--- src/rtl/alu_pipe_if.sv ---
// Operand/result handshake bundle for alu_pipe: the producer/consumer side uses
// master, the ALU itself uses slave.
interface alu_pipe_if #(
  parameter int WIDTH = 8
);
  logic             in_valid;
  logic             in_ready;
  logic [WIDTH-1:0] a;
  logic [WIDTH-1:0] b;
  logic [3:0]       op;
  logic             out_valid;
  logic             out_ready;
  logic [WIDTH-1:0] result;
  logic [3:0]       flags;
  logic             illegal;

  modport master (
    output in_valid, a, b, op, out_ready,
    input  in_ready, out_valid, result, flags, illegal
  );

  modport slave (
    input  in_valid, a, b, op, out_ready,
    output in_ready, out_valid, result, flags, illegal
  );
endinterface

--- src/rtl/alu_pipe.sv ---
// Two-stage pipelined ALU with valid/ready on both sides. Define ALU_PIPE_FLAGS_EN
// to build the {overflow, carry, negative, zero} flag logic; otherwise flags is 0.
module alu_pipe #(
  parameter int WIDTH = 8
) (
  input logic      clk,
  input logic      rst_n,
  alu_pipe_if.slave bus
);

  localparam int S = $clog2(WIDTH);

  typedef enum logic [3:0] {
    OP_ADD  = 4'd0,
    OP_SUB  = 4'd1,
    OP_AND  = 4'd2,
    OP_OR   = 4'd3,
    OP_XOR  = 4'd4,
    OP_SHL  = 4'd5,
    OP_SHR  = 4'd6,
    OP_SRA  = 4'd7,
    OP_SLT  = 4'd8,
    OP_SLTU = 4'd9
  } op_e;

  logic             s1_valid;
  logic [WIDTH-1:0] s1_a;
  logic [WIDTH-1:0] s1_b;
  logic [3:0]       s1_op;

  logic             s2_valid;
  logic [WIDTH-1:0] s2_result;
  logic             s2_illegal;

  logic             s2_ready;
  logic             s1_load;
  logic             s1_move;

  logic [WIDTH:0]   sum;
  logic [WIDTH:0]   diff;
  logic [S-1:0]     shamt;
  logic [WIDTH-1:0] alu_result;
  logic             alu_illegal;

  // in_ready looks through an empty or draining S2 straight to out_ready
  assign s2_ready     = !s2_valid || bus.out_ready;
  assign bus.in_ready = !s1_valid || s2_ready;
  assign s1_load      = bus.in_valid && bus.in_ready;
  assign s1_move      = s1_valid && s2_ready;

  always_ff @(posedge clk or negedge rst_n) begin
    if (!rst_n) begin
      s1_valid <= 1'b0;
      s1_a     <= '0;
      s1_b     <= '0;
      s1_op    <= '0;
    end else if (s1_load) begin
      s1_valid <= 1'b1;
      s1_a     <= bus.a;
      s1_b     <= bus.b;
      s1_op    <= bus.op;
    end else if (s1_move) begin
      s1_valid <= 1'b0;
    end
  end

  assign sum   = {1'b0, s1_a} + {1'b0, s1_b};
  assign diff  = {1'b0, s1_a} - {1'b0, s1_b};
  assign shamt = s1_b[S-1:0];

  // diff[WIDTH] is the unsigned borrow, which is exactly the SLTU answer
  always_comb begin
    alu_result  = '0;
    alu_illegal = 1'b0;
    case (s1_op)
      OP_ADD:  alu_result = sum[WIDTH-1:0];
      OP_SUB:  alu_result = diff[WIDTH-1:0];
      OP_AND:  alu_result = s1_a & s1_b;
      OP_OR:   alu_result = s1_a | s1_b;
      OP_XOR:  alu_result = s1_a ^ s1_b;
      OP_SHL:  alu_result = s1_a << shamt;
      OP_SHR:  alu_result = s1_a >> shamt;
      OP_SRA:  alu_result = $signed(s1_a) >>> shamt;
      OP_SLT:  alu_result = {{(WIDTH-1){1'b0}}, ($signed(s1_a) < $signed(s1_b))};
      OP_SLTU: alu_result = {{(WIDTH-1){1'b0}}, diff[WIDTH]};
      default: alu_illegal = 1'b1;
    endcase
  end

  always_ff @(posedge clk or negedge rst_n) begin
    if (!rst_n) begin
      s2_valid   <= 1'b0;
      s2_result  <= '0;
      s2_illegal <= 1'b0;
    end else if (s1_move) begin
      s2_valid   <= 1'b1;
      s2_result  <= alu_result;
      s2_illegal <= alu_illegal;
    end else if (bus.out_ready) begin
      s2_valid   <= 1'b0;
    end
  end

  assign bus.out_valid = s2_valid;
  assign bus.result    = s2_result;
  assign bus.illegal   = s2_illegal;

`ifdef ALU_PIPE_FLAGS_EN
  logic [3:0] alu_flags;
  logic [3:0] s2_flags;

  always_comb begin
    alu_flags = 4'b0000;
    if (!alu_illegal) begin
      case (s1_op)
        OP_ADD: begin
          alu_flags[3] = (s1_a[WIDTH-1] == s1_b[WIDTH-1]) &&
                         (alu_result[WIDTH-1] != s1_a[WIDTH-1]);
          alu_flags[2] = sum[WIDTH];
        end
        OP_SUB: begin
          alu_flags[3] = (s1_a[WIDTH-1] != s1_b[WIDTH-1]) &&
                         (alu_result[WIDTH-1] != s1_a[WIDTH-1]);
          alu_flags[2] = diff[WIDTH];
        end
        default: ;
      endcase
      alu_flags[1] = alu_result[WIDTH-1];
      alu_flags[0] = (alu_result == '0);
    end
  end

  always_ff @(posedge clk or negedge rst_n) begin
    if (!rst_n) begin
      s2_flags <= 4'b0000;
    end else if (s1_move) begin
      s2_flags <= alu_flags;
    end
  end

  assign bus.flags = s2_flags;
`else
  logic unused_carry;
  assign unused_carry = sum[WIDTH];
  assign bus.flags    = 4'b0000;
`endif

endmodule
--- src/flat_wrapper.sv ---
// flat-port wrapper written by rule: the top's interface ports become plain ports
module alu_pipe_flat 
#(
  parameter int WIDTH = 8
)
  (clk, rst_n, bus_in_valid, bus_a, bus_b, bus_op, bus_out_ready, bus_in_ready, bus_out_valid, bus_result, bus_flags, bus_illegal);
  alu_pipe_if #(.WIDTH(WIDTH)) bus_i ();
  input logic clk;
  input logic rst_n;
  input wire logic [$bits(bus_i.in_valid)-1:0] bus_in_valid;
  input wire logic [$bits(bus_i.a)-1:0] bus_a;
  input wire logic [$bits(bus_i.b)-1:0] bus_b;
  input wire logic [$bits(bus_i.op)-1:0] bus_op;
  input wire logic [$bits(bus_i.out_ready)-1:0] bus_out_ready;
  output wire logic [$bits(bus_i.in_ready)-1:0] bus_in_ready;
  output wire logic [$bits(bus_i.out_valid)-1:0] bus_out_valid;
  output wire logic [$bits(bus_i.result)-1:0] bus_result;
  output wire logic [$bits(bus_i.flags)-1:0] bus_flags;
  output wire logic [$bits(bus_i.illegal)-1:0] bus_illegal;
  assign bus_i.in_valid = bus_in_valid;
  assign bus_i.a = bus_a;
  assign bus_i.b = bus_b;
  assign bus_i.op = bus_op;
  assign bus_i.out_ready = bus_out_ready;
  assign bus_in_ready = bus_i.in_ready;
  assign bus_out_valid = bus_i.out_valid;
  assign bus_result = bus_i.result;
  assign bus_flags = bus_i.flags;
  assign bus_illegal = bus_i.illegal;
  alu_pipe #(.WIDTH(WIDTH)) u_core (.clk(clk), .rst_n(rst_n), .bus(bus_i));
endmodule
--- config.mk ---
export PLATFORM = sky130hd
export DESIGN_NAME = alu_pipe_flat
export DESIGN_NICKNAME = d
export VERILOG_FILES = /design/src/rtl/alu_pipe_if.sv /design/src/rtl/alu_pipe.sv /design/src/flat_wrapper.sv
export SDC_FILE = /design/constraint.sdc
export NUM_CORES = 1
export LEC_CHECK = 0
export ABC_AREA = 1
export BUFFER_PORTS_ARGS = -buffer_cell sky130_fd_sc_hd__buf_2
export CAP_MARGIN = 20
export CORE_ASPECT_RATIO = 0.7
export CORE_UTILIZATION = 50
export CTS_CLUSTER_DIAMETER = 150
export CTS_CLUSTER_SIZE = 10
export DETAILED_ROUTE_END_ITERATION = 7
export GPL_ROUTABILITY_DRIVEN = 1
export HOLD_SLACK_MARGIN = 0.02
export PLACE_DENSITY = 0.69
export SYNTH_ARGS = -nofsm -noshare
export SYNTH_HDL_FRONTEND = slang
export SYNTH_SLANG_ARGS = --single-unit
--- constraint.sdc ---
create_clock -name clk -period 2.8 [get_ports clk]
set_clock_uncertainty 0.1 [all_clocks]
set_input_delay 0.7 -clock clk [delete_from_list [all_inputs] [get_ports clk]]
set_output_delay 0.7 -clock clk [all_outputs]
set_load 0.05 [all_outputs]
Word-level counts from Yosys, hierarchy flattened
Cells that the tools add are included.
{ "classes": {"add_sub_neg": 2, "mul": 0, "div": 0, "magnitude_cmp": 1, "n_eq_ne": 9, "shift": 3, "mux": 6, "bitwise": 3, "n_reduce_logical": 10} }
{ "op_table": {"columns": ["op", "count"], "rows": [
  ["$pmux W8 S10", 1],
  ["$eq A4 B3 Y1 const B", 4],
  ["$reduce_or A10 Y1", 1],
  ["$sub A8 B8 Y9", 1],
  ["$add A8 B8 Y8", 1],
  ["$and A8 B8 Y8", 1],
  ["$eq A4 B2 Y1 const B", 2],
  ["$eq A4 B4 Y1 const B", 2],
  ["$lt A8 B8 Y1", 1],
  ["$or A8 B8 Y8", 1],
  ["$shl A8 B3 Y8", 1],
  ["$shr A8 B3 Y8", 1],
  ["$sshr A8 B3 Y8", 1],
  ["$xor A8 B8 Y8", 1],
  ["$mux W1", 5],
  ["$eq A4 B1 Y1 const B", 1],
  ["$logic_not A4 Y1", 1],
  ["$reduce_bool A2 Y1", 2],
  ["$logic_and A1 B1 Y1", 2],
  ["$logic_not A1 Y1", 2],
  ["$logic_or A1 B1 Y1", 2]
]} }
{ "totals": {"reg_bits": 31, "latchBits": 0, "ram_bits": 0, "romBits": 0, "input_bits": 24, "output_inout_bits": 15, "elab_cells": 41, "memories": 0} }

Logic depth before layout (Yosys ltp)
{ "depth": {"word_depth": 5, "depth_mapped": 15, "mapped_depth_nobuf": 13} }

Worst setup path after synthesis
OpenSTA, ideal clock, no wires.
{ "synth_timing": {"path_type": "input port to flip-flop", "from": "in bus_out_ready", "to": "reg u_core.s1_a[0]", "setup_ps": 78, "arrival_ps": 1909, "required_time_ps": 2622, "slack_ps": 714, "path_stages": 6, "n_path_buf": 1, "path_cell_list": "inv_1 > nand3_1 > nand2_1 > buf_1 > nor2_1 > a21oi_1"} }
{ "synth_via": {"elab_chain_cells": 3} }
{ "synth_rtl": {"columns": ["item", "line_no", "rtl"], "rows": [
  ["from (decl)", "flat_wrapper.sv:14", "input wire logic [$bits(bus_i.out_ready)-1:0] bus_out_ready;"],
  ["$logic_or A1 B1 Y1", "alu_pipe.sv:46", "assign s2_ready = !s2_valid || bus.out_ready;"],
  ["$logic_or A1 B1 Y1", "alu_pipe.sv:47", "assign bus.in_ready = !s1_valid || s2_ready;"],
  ["named net bus_in_ready", "flat_wrapper.sv:15", "output wire logic [$bits(bus_i.in_ready)-1:0] bus_in_ready;"],
  ["$logic_and A1 B1 Y1", "alu_pipe.sv:48", "assign s1_load = bus.in_valid && bus.in_ready;"],
  ["to (signal assigned)", "alu_pipe.sv:59", "s1_a <= bus.a;"],
  ["to (decl)", "alu_pipe.sv:27", "logic [WIDTH-1:0] s1_a;"]
]} }
The timed path passes the listed nets, and every way through them passes these cells.
A chain may end at the register's enable or synchronous reset.

Worst setup path after layout
{ "layout_timing": {"from": "reg u_core.s1_a[2]", "to": "reg u_core.s2_result[3], in the netlist u_core.bus.result[3]"} }
{ "layout_via": {"elab_chain_cells": 2, "elab_cells_between_ends": 6} }
{ "layout_rtl": {"columns": ["item", "line_no", "rtl"], "rows": [
  ["$sub A8 B8 Y9, or another cell as far along", "alu_pipe.sv:68", "assign diff = {1'b0, s1_a} - {1'b0, s1_b};"],
  ["$pmux W8 S10 *", "alu_pipe.sv:75", "case (s1_op)"],
  ["to (signal assigned)", "alu_pipe.sv:97", "s2_result <= alu_result;"],
  ["to (decl)", "alu_pipe.sv:32", "logic [WIDTH-1:0] s2_result;"]
]} }
Mark *: on every way between the ends. The rest lies on a longest branch, timed or not.

==> impl_results.rst <==
.. list-table::
   :header-rows: 1

   * - Metric
     - Value
   * - Outcome
     - finished clean
   * - Final worst path period share
     - 0.7777
   * - RSZ-0062 raised after global routing
     - false
   * - Largest fanout on the critical path
     - 8
   * - Endpoint of the most critical register-to-register path
     - u_core.bus.result[3]
   * - Initial detailed-routing violation count
     - 252
   * - Setup TNS
     - 0 ns
   * - Starting utilization of the core area
     - 0.5193
   * - Total net switching power
     - 1.098 mW
   * - GRT Residual Overflow
     - 0
   * - Floorplan row count
     - 23
   * - Share of layout cells above drive strength 1
     - 0.1113
   * - Power density over the cells
     - 683.6 nW/um^2
   * - Number of warnings printed during yosys synthesis
     - 0
   * - Maximum single-stage delay on the critical path
     - 0.44 ns
   * - Sequential fraction of the synthesis area
     - 0.2608
   * - Post-layout min period
     - 2.178 ns
   * - Final Net Count
     - 562
   * - WP buf/inv
     - 2
   * - Resized cells post-CTS
     - 0
   * - Number of endpoints with negative hold slack in the final report
     - 0
   * - Die span in x
     - 94.18 microns
   * - Number of enable-type register cells in the synthesized netlist
     - 0
   * - Cell at the root of the clock tree
     - clkbuf_8
   * - Clock tree from TritonCTS
     - yes
   * - Slew at the pin closest to its max-slew limit
     - 0.7264 ns
   * - Total routing usage reported by global routing
     - 0.3029
   * - Post-route DRC violation count
     - 0
   * - Vias in the first global route
     - 2792
   * - Most frequent cell on the critical path
     - nand2_1
   * - Clock Tree Buf Depth
     - 2
   * - Setup-failing EPs final
     - 0
   * - Cells after synthesis
     - 482
   * - Mapped Avg Cell Area
     - 6.170 sq um
   * - FMAX
     - 0.4592 GHz
   * - Antenna Cells
     - 0
   * - Depth of the worst register-to-register path
     - 12
   * - Worst R2R Setup Slack
     - 0.62 ns
   * - Die Footprint
     - 6265 sq um
   * - Placeable Area
     - 5727 sq um
   * - Data arrival, critical path
     - 2.30 ns
   * - Portion of total power attributed to the clock network
     - 0.210
   * - Detailed placer's ending HPWL
     - 6774 microns
   * - Gate power share
     - 0.512
   * - CP startpoint kind
     - flop
   * - Max-slew headroom
     - 0.5157
   * - Critical-path cell list
     - inv_1 -> ha_1 -> inv_1 -> a21oi_1 -> nand2_1 -> nand2_1 -> nand2_1 -> o21ai_0 -> nor2_1 -> nand2_1 -> nand2_1 -> nand2_1
   * - Wire per inst
     - 14.68 microns
   * - Via count
     - 3150
   * - Post-synthesis instance area
     - 2974 sq um
   * - Number of hold-repair buffers added at the cts stage
     - 0
   * - Number of levels the H-tree was split into
     - 2
   * - Fraction of registers with async set or reset after synthesis
     - 1.000
   * - Total iterations of the first detailed-routing run
     - 5
   * - Setup Buffers After CTS
     - 0
   * - Pin count of the biggest net entering global routing
     - 42
   * - Synth Flop Type
     - dfrtp_1
   * - Insertion delay of the later-clocked pin in the worst-skew pair
     - 0.28 ns
   * - Count of input and output buffers
     - 34
   * - Sink Count
     - 31
   * - Yosys cell types
     - 28
   * - Total I/O pin count
     - 39
   * - Smallest hold slack
     - 0.3662 ns
   * - Gp weighted congestion
     - 0.9371
   * - Detailed Route WL
     - 8615 microns
   * - Seq cells post-synth
     - 31
   * - Die Height
     - 66.53 microns
   * - Antenna violations before repair
     - 0
   * - Category of the worst setup path capture point
     - flop
   * - Largest cells by area after synthesis
     - dfrtp_1, nand2_1, nand3_1
   * - Clock transition time at the flip-flop clock pins of the worst setup and hold paths
     - 0.07 ns
   * - Layout-stage area growth over the synthesis result
     - 11.02%
   * - Static power due to leakage
     - 1.852 nW
   * - Wire length of the first global-routing pass
     - 14190 microns
   * - Kind of cell adding the most delay to the critical path
     - simple AND/OR/NAND/NOR gates
   * - Number of nets with antenna violations after detailed routing
     - 0
   * - Pins Over Slew Limit
     - 0
   * - Flop pwr share
     - 0.278
   * - Worst setup path class
     - reg2reg
   * - Switching share of power
     - 0.4863
   * - Max rail drop VDD
     - 0.3420 mV
   * - Leading area contributor after synthesis
     - dfrtp_1
   * - Average via count per standard cell
     - 5.366
   * - Number of buffers created by CTS
     - 5
   * - Critical path depth in cells
     - 12
   * - Synth top area share
     - 0.2608
   * - Launching point of the worst reg2reg path
     - u_core.s1_a[2]
   * - Count of maximum capacitance violations
     - 0
   * - Cell at the slowest stage of the critical path
     - dfrtp_1
   * - Cell internal pwr
     - 1.160 mW
   * - Kind of path behind the tightest hold check
     - in2async
   * - Required time worst endpoint
     - 2.92 ns
[power groups by stage]
| stage | clock [mW] | sequential (mW) | combinational, mW |
|---|---|---|---|
| CTS | 0.476 | 0.626 | 1.14 |
| floorplan | 0 | 0.778 | 0.708 |
| finish | 0.474 | 0.628 | 1.16 |
| global route | 0.490 | 0.641 | 1.30 |
| global placement | 0 | 0.632 | 1.14 |
| detailed placement | 0 | 0.634 | 1.14 |
[cell type report]
cell class	count	area, sq um
fill	600	2425
timing repair buffer	39	207.7
tap	75	93.84
multi-input combinational	378	1897
sequential	31	775.7
inverter	56	210.2
clock inverter	2	35.03
clock buffer	6	82.58
[cells in the mapped netlist (all sizes together), types with 2 or more instances]
| cell | count |
|---|---|
| a21oi | 31 |
| and2 | 3 |
| buf | 16 |
| clkbuf | 4 |
| dfrtp | 31 |
| fa | 2 |
| ha | 25 |
| inv | 56 |
| nand2 | 153 |
| nand3 | 66 |
| nand4 | 8 |
| nor2 | 61 |
| nor3 | 5 |
| o211ai | 3 |
| o21ai | 12 |
[metal layers]
metal / track usage / vias up / part of all wire
met1: 0.4392 / 1404 / 0.48
li1: - / 1589 / -
met3: 0.06164 / 10 / 0.084
met2: 0.4565 / 147 / 0.42
met5: 0 / - / 0
met4: 0.07308 / 0 / 0.014
[sequential cells by signal, indices dropped and copies added (netlist names)]
register and flops:
u_core.bus.illegal 1, u_core.bus.out_valid 1, u_core.bus.result 8, u_core.s1_a 8
u_core.s1_b 8, u_core.s1_op 4, u_core.s1_valid 1
[worst max-delay path by stage]
stage / slack, ns / from / end
CTS: 0.63 / u_core.s1_a[2] / u_core.bus.result[3]
finish: 0.62 / u_core.s1_a[2] / u_core.bus.result[3]
global route: 0.42 / u_core.s1_a[2] / u_core.bus.result[3]
global placement: 0.64 / u_core.s1_a[4] / u_core.bus.result[5]
detailed placement: 0.64 / u_core.s1_a[2] / u_core.bus.result[3]
floorplan: 0.71 / bus_out_ready / u_core.s1_a[0]
[kinds of logic (layout without fill, tap and decap cells)]
group,count (synthesis),after routing,synth area share
compound gates,48,48,0.08456
fa+ha+maj,27,27,0.1186
buf+inv,76,103,0.1052
flops,31,31,0.2608
other cells,1,4,0.001261
simple gates,299,299,0.4295
[metrics by stage]
stage | util | setup WS [ns] | cell area, sq um | std cells | power [mW]
2_1_floorplan | - | 0.7138 | 2985 | 485 | 1.486
3_3_place_gp | 0.5560 | 0.6430 | 3184 | 579 | 1.768
3_5_place_dp | 0.5560 | 0.6428 | 3184 | 579 | 1.771
4_1_cts | 0.5766 | 0.6273 | 3302 | 587 | 2.245
5_1_grt | 0.5766 | 0.4213 | 3302 | 587 | 2.429
6_report | 0.5766 | 0.6223 | 3302 | 587 | 2.257
[cells in the final DEF, fill, tap and decap left out, types with 6 or more instances in the layout]
cell	n
clkbuf_8	6
nand2_1	152
ha_1	25
inv_1	52
nor2_1	56
a21oi_1	31
dfrtp_1	31
nand3_1	66
buf_2	34
nand4_1	8
o21ai_0	11
[worst reg2reg max path, stage by stage (launching register included)]
cell and delay (ns):
dfrtp_1 0.44, inv_1 0.08, ha_1 0.44, inv_1 0.16, a21oi_1 0.15, nand2_1 0.13
nand2_1 0.09, nand2_1 0.05, o21ai_0 0.19, nor2_1 0.09, nand2_1 0.09, nand2_1 0.06
nand2_1 0.06
No activity file was read; power rests on OpenSTA's default activity.
